==> src/rtl/uart_tx_fifo_if.sv <==
// Byte push handshake between a producer and the UART transmit FIFO.
// The producer offers tx_byte with tx_dv; the FIFO reports room on tx_ready.
interface uart_tx_fifo_if;
  logic       tx_dv;
  logic [7:0] tx_byte;
  logic       tx_ready;

  modport master (
    output tx_dv,
    output tx_byte,
    input  tx_ready
  );

  modport slave (
    input  tx_dv,
    input  tx_byte,
    output tx_ready
  );
endinterface

==> src/rtl/uart_tx_fifo.sv <==
// 8N1 LSB-first UART transmitter fed by a 4-entry byte FIFO.
// Buffered bytes go out back to back, one idle cycle between frames.
module uart_tx_fifo #(
  parameter int unsigned CLKS_PER_BIT = 16
) (
  input  logic           i_Clock,
  input  logic           reset,
  uart_tx_fifo_if.slave  tx_if,
  output logic           o_Tx_Serial,
  output logic           o_Tx_Active,
  output logic           o_Tx_Done,
  output logic           o_Tx_Overflow
);

  localparam int unsigned FifoDepth = 4;
  localparam logic [15:0] TermCnt   = 16'(CLKS_PER_BIT - 1);

  typedef enum logic [2:0] {
    StIdle  = 3'd0,
    StStart = 3'd1,
    StData  = 3'd2,
    StStop  = 3'd3
  } state_e;

  state_e      state_q, state_d;
  logic [15:0] cnt_q, cnt_d;
  logic [2:0]  bit_idx_q, bit_idx_d;
  logic [7:0]  shift_q, shift_d;
  logic        serial_q, serial_d;
  logic        active_q, active_d;
  logic        done_q, done_d;
  logic        overflow_q, overflow_d;
  logic [2:0]  count_q, count_d;
  logic [1:0]  wr_ptr_q, wr_ptr_d;
  logic [1:0]  rd_ptr_q, rd_ptr_d;
  logic [7:0]  mem_q [FifoDepth];

  logic tx_ready;
  logic push;
  logic pop;

  // Ready uses the pre-edge count, so a push at full is refused even if IDLE pops.
  assign tx_ready = (count_q != 3'd4);
  assign push     = tx_if.tx_dv && tx_ready;

  always_comb begin
    count_d    = count_q;
    wr_ptr_d   = wr_ptr_q;
    rd_ptr_d   = rd_ptr_q;
    overflow_d = overflow_q | (tx_if.tx_dv & ~tx_ready);
    if (push) begin
      wr_ptr_d = wr_ptr_q + 2'd1;
    end
    if (pop) begin
      rd_ptr_d = rd_ptr_q + 2'd1;
    end
    if (push && !pop) begin
      count_d = count_q + 3'd1;
    end else if (pop && !push) begin
      count_d = count_q - 3'd1;
    end
  end

  always_comb begin
    state_d   = state_q;
    cnt_d     = cnt_q;
    bit_idx_d = bit_idx_q;
    shift_d   = shift_q;
    serial_d  = serial_q;
    active_d  = active_q;
    done_d    = 1'b0;
    pop       = 1'b0;
    case (state_q)
      StIdle: begin
        serial_d = 1'b1;
        active_d = 1'b0;
        if (count_q != 3'd0) begin
          shift_d  = mem_q[rd_ptr_q];
          pop      = 1'b1;
          cnt_d    = 16'd0;
          serial_d = 1'b0;
          active_d = 1'b1;
          state_d  = StStart;
        end
      end
      StStart: begin
        if (cnt_q == TermCnt) begin
          serial_d  = shift_q[0];
          cnt_d     = 16'd0;
          bit_idx_d = 3'd0;
          state_d   = StData;
        end else begin
          cnt_d = cnt_q + 16'd1;
        end
      end
      StData: begin
        if (cnt_q == TermCnt) begin
          cnt_d = 16'd0;
          if (bit_idx_q == 3'd7) begin
            serial_d = 1'b1;
            state_d  = StStop;
          end else begin
            bit_idx_d = bit_idx_q + 3'd1;
            serial_d  = shift_q[bit_idx_d];
          end
        end else begin
          cnt_d = cnt_q + 16'd1;
        end
      end
      StStop: begin
        if (cnt_q == TermCnt) begin
          cnt_d    = 16'd0;
          done_d   = 1'b1;
          active_d = 1'b0;
          state_d  = StIdle;
        end else begin
          cnt_d = cnt_q + 16'd1;
        end
      end
      default: begin
        state_d   = StIdle;
        serial_d  = 1'b1;
        active_d  = 1'b0;
        cnt_d     = 16'd0;
        bit_idx_d = 3'd0;
      end
    endcase
  end

  always_ff @(posedge i_Clock) begin
    if (reset) begin
      state_q    <= StIdle;
      cnt_q      <= 16'd0;
      bit_idx_q  <= 3'd0;
      shift_q    <= 8'd0;
      serial_q   <= 1'b1;
      active_q   <= 1'b0;
      done_q     <= 1'b0;
      overflow_q <= 1'b0;
      count_q    <= 3'd0;
      wr_ptr_q   <= 2'd0;
      rd_ptr_q   <= 2'd0;
    end else begin
      state_q    <= state_d;
      cnt_q      <= cnt_d;
      bit_idx_q  <= bit_idx_d;
      shift_q    <= shift_d;
      serial_q   <= serial_d;
      active_q   <= active_d;
      done_q     <= done_d;
      overflow_q <= overflow_d;
      count_q    <= count_d;
      wr_ptr_q   <= wr_ptr_d;
      rd_ptr_q   <= rd_ptr_d;
    end
  end

  // Storage needs no reset: the pointers and count define what is valid.
  always_ff @(posedge i_Clock) begin
    if (push && !reset) begin
      mem_q[wr_ptr_q] <= tx_if.tx_byte;
    end
  end

  assign tx_if.tx_ready = tx_ready;
  assign o_Tx_Serial    = serial_q;
  assign o_Tx_Active    = active_q;
  assign o_Tx_Done      = done_q;
  assign o_Tx_Overflow  = overflow_q;

endmodule

==> src/flat_wrapper.sv <==
// flat-port wrapper written by rule: the top's interface ports become plain ports
module uart_tx_fifo_flat 
#(
  parameter int unsigned CLKS_PER_BIT = 16
)
  (i_Clock, reset, o_Tx_Serial, o_Tx_Active, o_Tx_Done, o_Tx_Overflow, tx_if_tx_dv, tx_if_tx_byte, tx_if_tx_ready);
  uart_tx_fifo_if tx_if_i ();
  input  logic i_Clock;
  input  logic reset;
  output logic o_Tx_Serial;
  output logic o_Tx_Active;
  output logic o_Tx_Done;
  output logic o_Tx_Overflow;
  input wire logic [$bits(tx_if_i.tx_dv)-1:0] tx_if_tx_dv;
  input wire logic [$bits(tx_if_i.tx_byte)-1:0] tx_if_tx_byte;
  output wire logic [$bits(tx_if_i.tx_ready)-1:0] tx_if_tx_ready;
  assign tx_if_i.tx_dv = tx_if_tx_dv;
  assign tx_if_i.tx_byte = tx_if_tx_byte;
  assign tx_if_tx_ready = tx_if_i.tx_ready;
  uart_tx_fifo #(.CLKS_PER_BIT(CLKS_PER_BIT)) u_core (.i_Clock(i_Clock), .reset(reset), .tx_if(tx_if_i), .o_Tx_Serial(o_Tx_Serial), .o_Tx_Active(o_Tx_Active), .o_Tx_Done(o_Tx_Done), .o_Tx_Overflow(o_Tx_Overflow));
endmodule
==> config.mk <==
export PLATFORM = sky130hd
export DESIGN_NAME = uart_tx_fifo_flat
export DESIGN_NICKNAME = d
export VERILOG_FILES = /design/src/rtl/uart_tx_fifo_if.sv /design/src/rtl/uart_tx_fifo.sv /design/src/flat_wrapper.sv
export SDC_FILE = /design/constraint.sdc
export NUM_CORES = 1
export LEC_CHECK = 0
export BUFFER_PORTS_ARGS = -buffer_cell sky130_fd_sc_hd__buf_2
export CAP_MARGIN = 20
export CORE_MARGIN = 2
export CORE_UTILIZATION = 60
export CTS_BUF_LIST = sky130_fd_sc_hd__clkbuf_8
export CTS_CLUSTER_SIZE = 28
export DETAILED_ROUTE_END_ITERATION = 7
export PLACE_DENSITY = 0.78
export SETUP_SLACK_MARGIN = 0.15
export SLEW_MARGIN = 20
export SYNTH_ARGS = -nofsm -noshare
export SYNTH_HDL_FRONTEND = slang
export SYNTH_SLANG_ARGS = --single-unit
==> constraint.sdc <==
create_clock -name i_Clock -period 2.9 [get_ports i_Clock]
set_input_delay 0.58 -clock i_Clock [delete_from_list [all_inputs] [get_ports i_Clock]]
set_output_delay 0.58 -clock i_Clock [all_outputs]
set_load 0.05 [all_outputs]
==> out/results.txt, run 1 <==
Status - finished clean
Worst-Skew Late Latency - 0.34 ns
Most common cell in the synthesized netlist - dfxtp_1
DRT Wirelength - 5.27 mm
Pwr/cell area - 905 nW/um^2
Upper clock frequency limit - 399 MHz
Post-route ant nets - 0
CTS buffer count - 9
Die X - 76.0 microns
# nets final - 307
Post-synth top cells - dfxtp_1 (40), edfxtp_1 (32), nor2_1 (32)
Total routing usage reported by global routing - 20.4%
Port Buf Inserts - 15
Setup-failing EPs final - 0
CP Cell Sequence - inv_1 -> ha_1 -> o31a_1 -> clkinv_1 -> ha_1 -> inv_1 -> fa_1 -> xor2_1 -> or3_1 -> a21oi_1
Leak Pwr - 1.30 nW
Synth warnings - 0
Slowest cell on crit path - fa_1
Avg Inst Size Synth - 12.0 sq um
Post-synth EDFFs - 32
Synth Cell Area - 3110 sq um
Critical path class - reg2reg
Worst Path Required - 3.17 ns
Clock Tree Root - clkbuf_8
H-tree levels - 3
Post-synthesis cell count - 260
First-pass GRT wire length - 9.07 mm
Vias - 1911
Most used DFF post-synth - dfxtp_1
Slew Viols, Final - 0
Resized Gates After CTS - 0
Critical Path AT - 2.78 ns
Period minus WS final - 2.51 ns
Die ar. - 5770 sq um
VDD IR-drop max - 0.514 mV
Most area-hungry cell type in the Yosys netlist - edfxtp_1
Max-Cap Viols - 0
Starting Density - 61.7%
Biggest cell delay along the critical path - 0.43 ns
Die Y - 76.0 microns
N_diodes - 0
Num ports - 16
CTS tree - yes
Netlist cell types - 43
Post-CTS Hold Buffers - 0
Via/cell ratio - 5.37
TNS Setup - 0 ns
Initial DRT Pass Iterations - 4
Initial DRC count - 91
Core area - 5040 sq um
Actual slew at the worst max-slew pin - 0.696 ns
Min-delay worst type - in2reg
Largest net degree at the start of global routing - 26
Final Hold Fails - 0
Reg clk slew, reported paths - 0.08 ns
Post-CTS setup buffer count - 0
Wire per inst - 14.8 microns
Yosys reg bits - 72
Rows - 26
Post-synth top area share - 30.9%
Vias in the first global route - 1923
Seq/Total Area, Yosys - 56.7%
Syn_nets - 286
Post-DP Area - 3260 sq um
Crit start category - register
CTS Sinks - 72
Crit path capture type - register
Fill cells - 362
Final Skew - 0.0107 ns
RSZ-0062 raised after global routing - false
Post-route cell area - 3490 sq um
GRT overflow - 0
Share of cells above drive strength 1 - 17.8%
Area contributors post-synth - edfxtp_1 (31%), dfxtp_1 (26%), mux4_2 (6.5%)
Residual DRC - 0
Crit path max fanout - 12
Relative slew margins - 52.9%
Routability Congestion - 0.804
FFs w/ async S/R, synth - 0%
Final cycle utilization of the critical path - 86.4%
Initial antenna violation count - 0
Max Root-Sink Buffers - 2
Synth-to-layout area growth - 12.4%
HPWL after DPL - 3.50 mm
[sequential cells by signal, summed over array words and instances, names as in the netlist]
name / flops
u_core.mem_q: 32
u_core.state_q: 2
u_core.wr_ptr_q: 2
u_core.rd_ptr_q: 2
u_core.cnt_q: 16
u_core.count_q: 3
u_core.o_Tx_Active: 1
u_core.shift_q: 8
u_core.o_Tx_Done: 1
u_core.o_Tx_Overflow: 1
u_core.o_Tx_Serial: 1
u_core.bit_idx_q: 3
[worst max-delay path: cells and delay by family (launching register included)]
kind	cells	cell delay (ns)
flip-flops	1	0.40
AO/OA/AOI/OAI	2	0.40
adder cells (fa/ha/maj)	3	0.86
XOR/XNOR	1	0.18
buffers and inverters	3	0.30
AND/OR/NAND/NOR	1	0.31
[where the power goes]
part | leakage, nW | internal (mW) | total, mW | switching, mW
registers | 0.616 | 1.19 | 1.31 | 0.121
logic | 0.565 | 0.383 | 0.921 | 0.538
clock network | 0.120 | 0.565 | 0.928 | 0.363
total | 1.30 | 2.14 | 3.16 | 1.02
[metal layers]
layer / routed length (microns) / vias up / track usage (%)
li1: - / 967 / -
met1: 2510 / 910 / 27.8
met2: 2520 / 26 / 31.6
met3: 147 / 8 / 3.20
met4: 97 / 0 / 11.5
met5: 0 / - / 0
[path summary, 6_finish.rpt]
check	endpoint	slack, ns	depth (start not counted)	from
worst max register to register	u_core.count_q[2]	0.39	10	u_core.state_q[0]
worst max-delay path	u_core.count_q[2]	0.39	10	u_core.state_q[0]
worst min register to register	u_core.shift_q[3]	0.45	2	u_core.shift_q[3]
worst min-delay path	u_core.mem_q[1][6]	0.45	1	tx_if_tx_byte[6]
[cell families after synthesis]
group	after synthesis	share of synthesized area, %
compound gates	25	5.15
xor+xnor	20	5.63
fa+ha+maj	15	6.28
buf+inv	19	2.45
flops	72	56.7
mux	17	9.09
simple gates	92	14.7
[metrics by stage]
step	instances	hold slack [ns]	util, %	worst slack [ns]	total power, mW
floorplan	260	0.436	-	0.432	2.03
global placement	340	0.442	64.6	0.529	2.22
detailed placement	340	0.449	64.6	0.434	2.24
CTS	356	0.434	69.3	0.413	3.17
global route	356	0.453	69.3	0.239	3.34
finish	356	0.449	69.3	0.393	3.16
[cell usage in the layout, fill, tap and decap left out, types with 2 or more instances in the layout]
| cell | instances |
|---|---|
| and3_1 | 3 |
| nand3_1 | 8 |
| or4_4 | 2 |
| nor4_1 | 2 |
| mux2i_1 | 8 |
| mux4_2 | 9 |
| a22oi_1 | 2 |
| dfxtp_1 | 40 |
| buf_4 | 3 |
| nand2_1 | 28 |
| a21oi_1 | 13 |
| and2_1 | 4 |
| xnor2_1 | 7 |
| nor2_1 | 32 |
| clkbuf_8 | 9 |
| and3_2 | 2 |
| clkinv_2 | 2 |
| bufinv_16 | 3 |
| edfxtp_1 | 32 |
| xor2_1 | 13 |
| buf_2 | 15 |
| ha_1 | 14 |
| o21ai_0 | 2 |
| inv_1 | 11 |
| nor3_1 | 2 |
[final cells by class]
type	instances	area, sq um	share of cell area, %
clock buffers	9	124	3.54
clock inverters	7	111	3.19
inverters	11	41.3	1.18
multi-input cells	169	1270	36.4
flip-flops and latches	72	1760	50.4
well taps	70	87.6	2.51
repair buffers	18	97.6	2.79
(Power assumes the default switching activity.)
==> inputs of run 2 (changes only) <==
--- a/config.mk
+++ b/config.mk
@@ -8,11 +8,10 @@
 export BUFFER_PORTS_ARGS = -buffer_cell sky130_fd_sc_hd__buf_2
 export CAP_MARGIN = 20
 export CORE_MARGIN = 2
-export CORE_UTILIZATION = 60
-export CTS_BUF_LIST = sky130_fd_sc_hd__clkbuf_8
+export CORE_UTILIZATION = 40
 export CTS_CLUSTER_SIZE = 28
 export DETAILED_ROUTE_END_ITERATION = 7
-export PLACE_DENSITY = 0.78
+export PLACE_DENSITY = 0.56
 export SETUP_SLACK_MARGIN = 0.15
 export SLEW_MARGIN = 20
 export SYNTH_ARGS = -nofsm -noshare
==> run 2 against run 1 <==
Routed wire length shrank 3.8%. Clock power is 18% lower. Sequential power is essentially flat. Global-route usage down 7.0 points. Critical path type unchanged.
==> out/results.txt, run 2 (same netlist as run 1, synthesis figures left out) <==
Routability Congestion - 0.761
Biggest cell delay along the critical path - 0.42 ns
Fill cells - 717
RSZ-0062 raised after global routing - false
Slew Viols, Final - 0
GRT overflow - 0
Leak Pwr - 1.28 nW
Critical Path AT - 2.74 ns
Commonest cells after routing, fill and taps aside - dfxtp_1 (40), nor2_1 (32), edfxtp_1 (32), nand2_1 (28), buf_2 (15)
Num ports - 16
Resized Gates After CTS - 0
Final Skew - 0.0130 ns
Synth-to-layout area growth - 12.2%
Gate power share - 30.4%
Period minus WS final - 2.46 ns
Post-route ant nets - 0
Crit start category - register
Pre-CTS WS - 0.425 ns
Sw Share - 35.9%
Top reg by flops - u_core.mem_q
CTS Sinks - 72
Max Root-Sink Buffers - 2
Vias - 1895
Min-delay worst type - in2reg
Crit path max fanout - 12
Port Buf Inserts - 15
DRT Wirelength - 5.07 mm
Relative slew margins - 56.5%
Die X - 92.2 microns
Buffers & Inverters on Critical Path - 3
Reg clk slew, reported paths - 0.09 ns
Rows - 32
H-tree levels - 3
Delay-heaviest family, CP - adder cells
Vias in the first global route - 1852
Part of the power in registers - 44.0%
Final cycle utilization of the critical path - 84.8%
Clock Tree Root - clkbuf_8
Status - finished clean
Residual DRC - 0
Actual slew at the worst max-slew pin - 0.643 ns
Max reg flops - 32
CP Cell Sequence - inv_1 -> ha_1 -> o31a_1 -> clkinv_1 -> ha_1 -> inv_1 -> fa_1 -> xor2_1 -> or3_1 -> a21oi_1
Crit path capture type - register
Cell internal pwr - 1.91 mW
Pwr/cell area - 853 nW/um^2
Via/cell ratio - 4.88
Psw - 1.07 mW
# nets final - 307
Die ar. - 8490 sq um
Initial DRT Pass Iterations - 4
Upper clock frequency limit - 407 MHz
Critical path class - reg2reg
Initial antenna violation count - 0
Largest net degree at the start of global routing - 26
Die Y - 92.2 microns
Worst hold slack - 0.439 ns
Area occupied by multi-input gates - 1270 sq um
Max-Cap Viols - 0
Clock power share - 25.6%
Slowest cell on crit path - fa_1
Setup-failing EPs final - 0
Commonest non-fill, non-tap cell in the layout - dfxtp_1
Post-CTS Hold Buffers - 0
Initial DRC count - 37
Total routing usage reported by global routing - 13.4%
N_diodes - 0
Post-CTS setup buffer count - 0
Regs by FF count - u_core.mem_q x32, u_core.cnt_q x16, u_core.shift_q x8
HPWL after DPL - 3.56 mm
TNS Setup - 0 ns
Worst-Skew Late Latency - 0.35 ns
First-pass GRT wire length - 8.83 mm
Worst Path Required - 3.18 ns
Final Hold Fails - 0
CTS tree - yes
Core area - 7650 sq um
Share of cells above drive strength 1 - 18.2%
VDD IR-drop max - 0.430 mV
Final WS setup - 0.441 ns
Register area - 1760 sq um
CTS buffer count - 9
Wire per inst - 13.1 microns
Starting Density - 40.7%
[run 2: per-layer routing]
layer	up-vias	GRT usage [%]	share of wire [%]
li1	964	-	-
met1	902	16.6	47
met2	21	21.5	48
met3	8	5.34	3.8
met4	0	4.48	1.5
met5	-	0	0
[run 2: area by class of cell]
class,instances,area share [%]
well taps,102,3.66
inverters,11,1.18
clock inverters,7,1.90
clock buffers,9,3.55
multi-input cells,169,36.4
repair buffers,18,2.80
flip-flops and latches,72,50.5
[run 2: worst paths after layout]
check | cells past startpoint | slack (ns) | startpoint | end
worst max-delay path | 10 | 0.44 | u_core.state_q[0] | u_core.count_q[2]
worst min-delay path | 1 | 0.44 | tx_if_tx_byte[3] | u_core.mem_q[3][3]
worst max register to register | 10 | 0.44 | u_core.state_q[0] | u_core.count_q[2]
worst min register to register | 2 | 0.46 | u_core.shift_q[4] | u_core.shift_q[4]
[run 2: power groups by stage]
stage	logic (mW)	registers, mW	clock network [mW]
2_1_floorplan	0.702	1.33	0
3_3_place_gp	0.899	1.33	0
3_5_place_dp	0.914	1.34	0
4_1_cts	0.918	1.32	0.787
5_1_grt	1.02	1.34	0.836
6_report	0.904	1.31	0.762
[run 2: stage by stage]
stage                     util [%]  std cells  instance area [sq um]  total power [mW]
after floorplan                  -        260                   3110              2.03
after CTS                     45.6        388                   3490              3.02
final                         45.6        388                   3490              2.98
after global placement        43.1        372                   3300              2.23
after detailed placement      43.1        372                   3300              2.26
after global routing          45.6        388                   3490              3.19
==> inputs of run 3 (changes only) <==
==> constraint.sdc (replaced) <==
create_clock -name i_Clock -period 2.5 [get_ports i_Clock]
set_input_delay 0.5 -clock i_Clock [delete_from_list [all_inputs] [get_ports i_Clock]]
set_output_delay 0.5 -clock i_Clock [all_outputs]
set_load 0.05 [all_outputs]
==> run 3 against run 2 <==
Combinational power increased by 18%. Register-to-register slack got worse by 0.12 ns. Final cell count increased by 0.26%. Core utilization increased by 0.23 points. Routed wire length increased by 2.2%. Critical path type unchanged. Largest power group unchanged.
==> out/results.txt, run 3 (same netlist as run 1, synthesis figures left out) <==
Status - finished clean
Initial DRC count - 49
Vias in the first global route - 1948
Crit path max fanout - 4
Commonest non-fill, non-tap cell in the layout - dfxtp_1
First-pass GRT wire length - 8.94 mm
Total routing usage reported by global routing - 13.8%
Worst-Skew Late Latency - 0.35 ns
CTS buffer count - 9
Max Root-Sink Buffers - 2
Core area - 7650 sq um
Share of cells above drive strength 1 - 20.6%
Crit start category - register
Synth-to-layout area growth - 12.8%
Leak Pwr - 1.29 nW
Critical Path AT - 2.46 ns
Setup-failing EPs final - 0
N_diodes - 0
Post-DP Area - 3310 sq um
Initial antenna violation count - 0
Pwr/cell area - 994 nW/um^2
Wire per inst - 13.3 microns
Upper clock frequency limit - 458 MHz
Largest net degree at the start of global routing - 26
Min-delay worst type - in2reg
Final cycle utilization of the critical path - 87.3%
Reg clk slew, reported paths - 0.09 ns
Relative slew margins - 58.4%
Crit path capture type - register
Routability Congestion - 0.756
Final WS setup - 0.319 ns
Worst hold slack - 0.355 ns
Die Y - 92.2 microns
Pre-CTS WS - 0.223 ns
Period minus WS final - 2.18 ns
TNS Setup - 0 ns
Final Hold Fails - 0
Max reg flops - 32
Top reg by flops - u_core.mem_q
Via/cell ratio - 4.90
Initial DRT Pass Iterations - 4
Critical path class - reg2reg
Rows - 32
Commonest cells after routing, fill and taps aside - dfxtp_1 (36), nor2_1 (32), edfxtp_1 (32), nand2_1 (27), buf_2 (15)
Resized Gates After CTS - 0
Vias - 1908
CTS Sinks - 72
Max-Cap Viols - 0
Post-route cell area - 3510 sq um
Fill cells - 734
CTS tree - yes
VDD IR-drop max - 0.474 mV
Die ar. - 8490 sq um
DRT Wirelength - 5.18 mm
Actual slew at the worst max-slew pin - 0.623 ns
HPWL after DPL - 3.61 mm
Post-route ant nets - 0
H-tree levels - 3
Port Buf Inserts - 15
Die X - 92.2 microns
Final Skew - 0.0146 ns
Num ports - 16
RSZ-0062 raised after global routing - false
GRT overflow - 0
# nets final - 308
Post-CTS setup buffer count - 0
Regs by FF count - u_core.mem_q x32, u_core.cnt_q x16, u_core.shift_q x8
Residual DRC - 0
Slew Viols, Final - 0
Worst Path Required - 2.78 ns
Clock Tree Root - clkbuf_8
Final Power - 3.49 mW
Post-CTS Hold Buffers - 0
Starting Density - 40.7%
[run 3: cell count changes in the layout (fill, tap and decap cells not counted), sizes merged]
cell,change
buf,+1
[run 3: per-layer routing]
| layer | vias to the layer above | part of all wire [%] | global-route usage [%] |
|---|---|---|---|
| met5 | - | 0 | 0 |
| met4 | 0 | 1.8 | 5.60 |
| met3 | 9 | 3.6 | 5.01 |
| met2 | 24 | 50 | 23.3 |
| met1 | 913 | 44 | 15.8 |
| li1 | 962 | - | - |
[run 3: critical path, stage by stage (launching register included)]
cell and delay (ns):
dfxtp_2 0.36, inv_1 0.09, ha_2 0.22, o31a_1 0.12, clkinv_1 0.07, ha_1 0.17
inv_1 0.06, fa_1 0.42, xor2_1 0.17, or3_1 0.30, a21oi_1 0.14
[run 3: final timing paths]
path	from	endpoint	slack, ns	cells after the start
worst max-delay path	u_core.state_q[0]	u_core.count_q[2]	0.32	10
worst max register to register	u_core.state_q[0]	u_core.count_q[2]	0.32	10
worst min register to register	u_core.shift_q[3]	u_core.shift_q[3]	0.46	2
worst min-delay path	tx_if_tx_byte[6]	u_core.mem_q[1][6]	0.36	1
[run 3: final cells by class]
type	count	area [sq um]	area share, %
clock buffer	9	124	3.53
clock inverter	7	66.3	1.89
inverter	11	41.3	1.18
multi-input combinational	169	1280	36.4
sequential	72	1770	50.4
tap	102	128	3.64
timing repair buffer	19	105	3.00
[run 3: per-stage QoR]
stage,utilization (%),std cells
global placement,43.3,373
global route,45.9,389
floorplan,-,260
detailed placement,43.3,373
finish,45.9,389
CTS,45.8,389
[run 3: power by group]
group / internal [mW] / switching [mW]
combinational: 0.462 / 0.612
clock: 0.390 / 0.497
sequential: 1.39 / 0.139
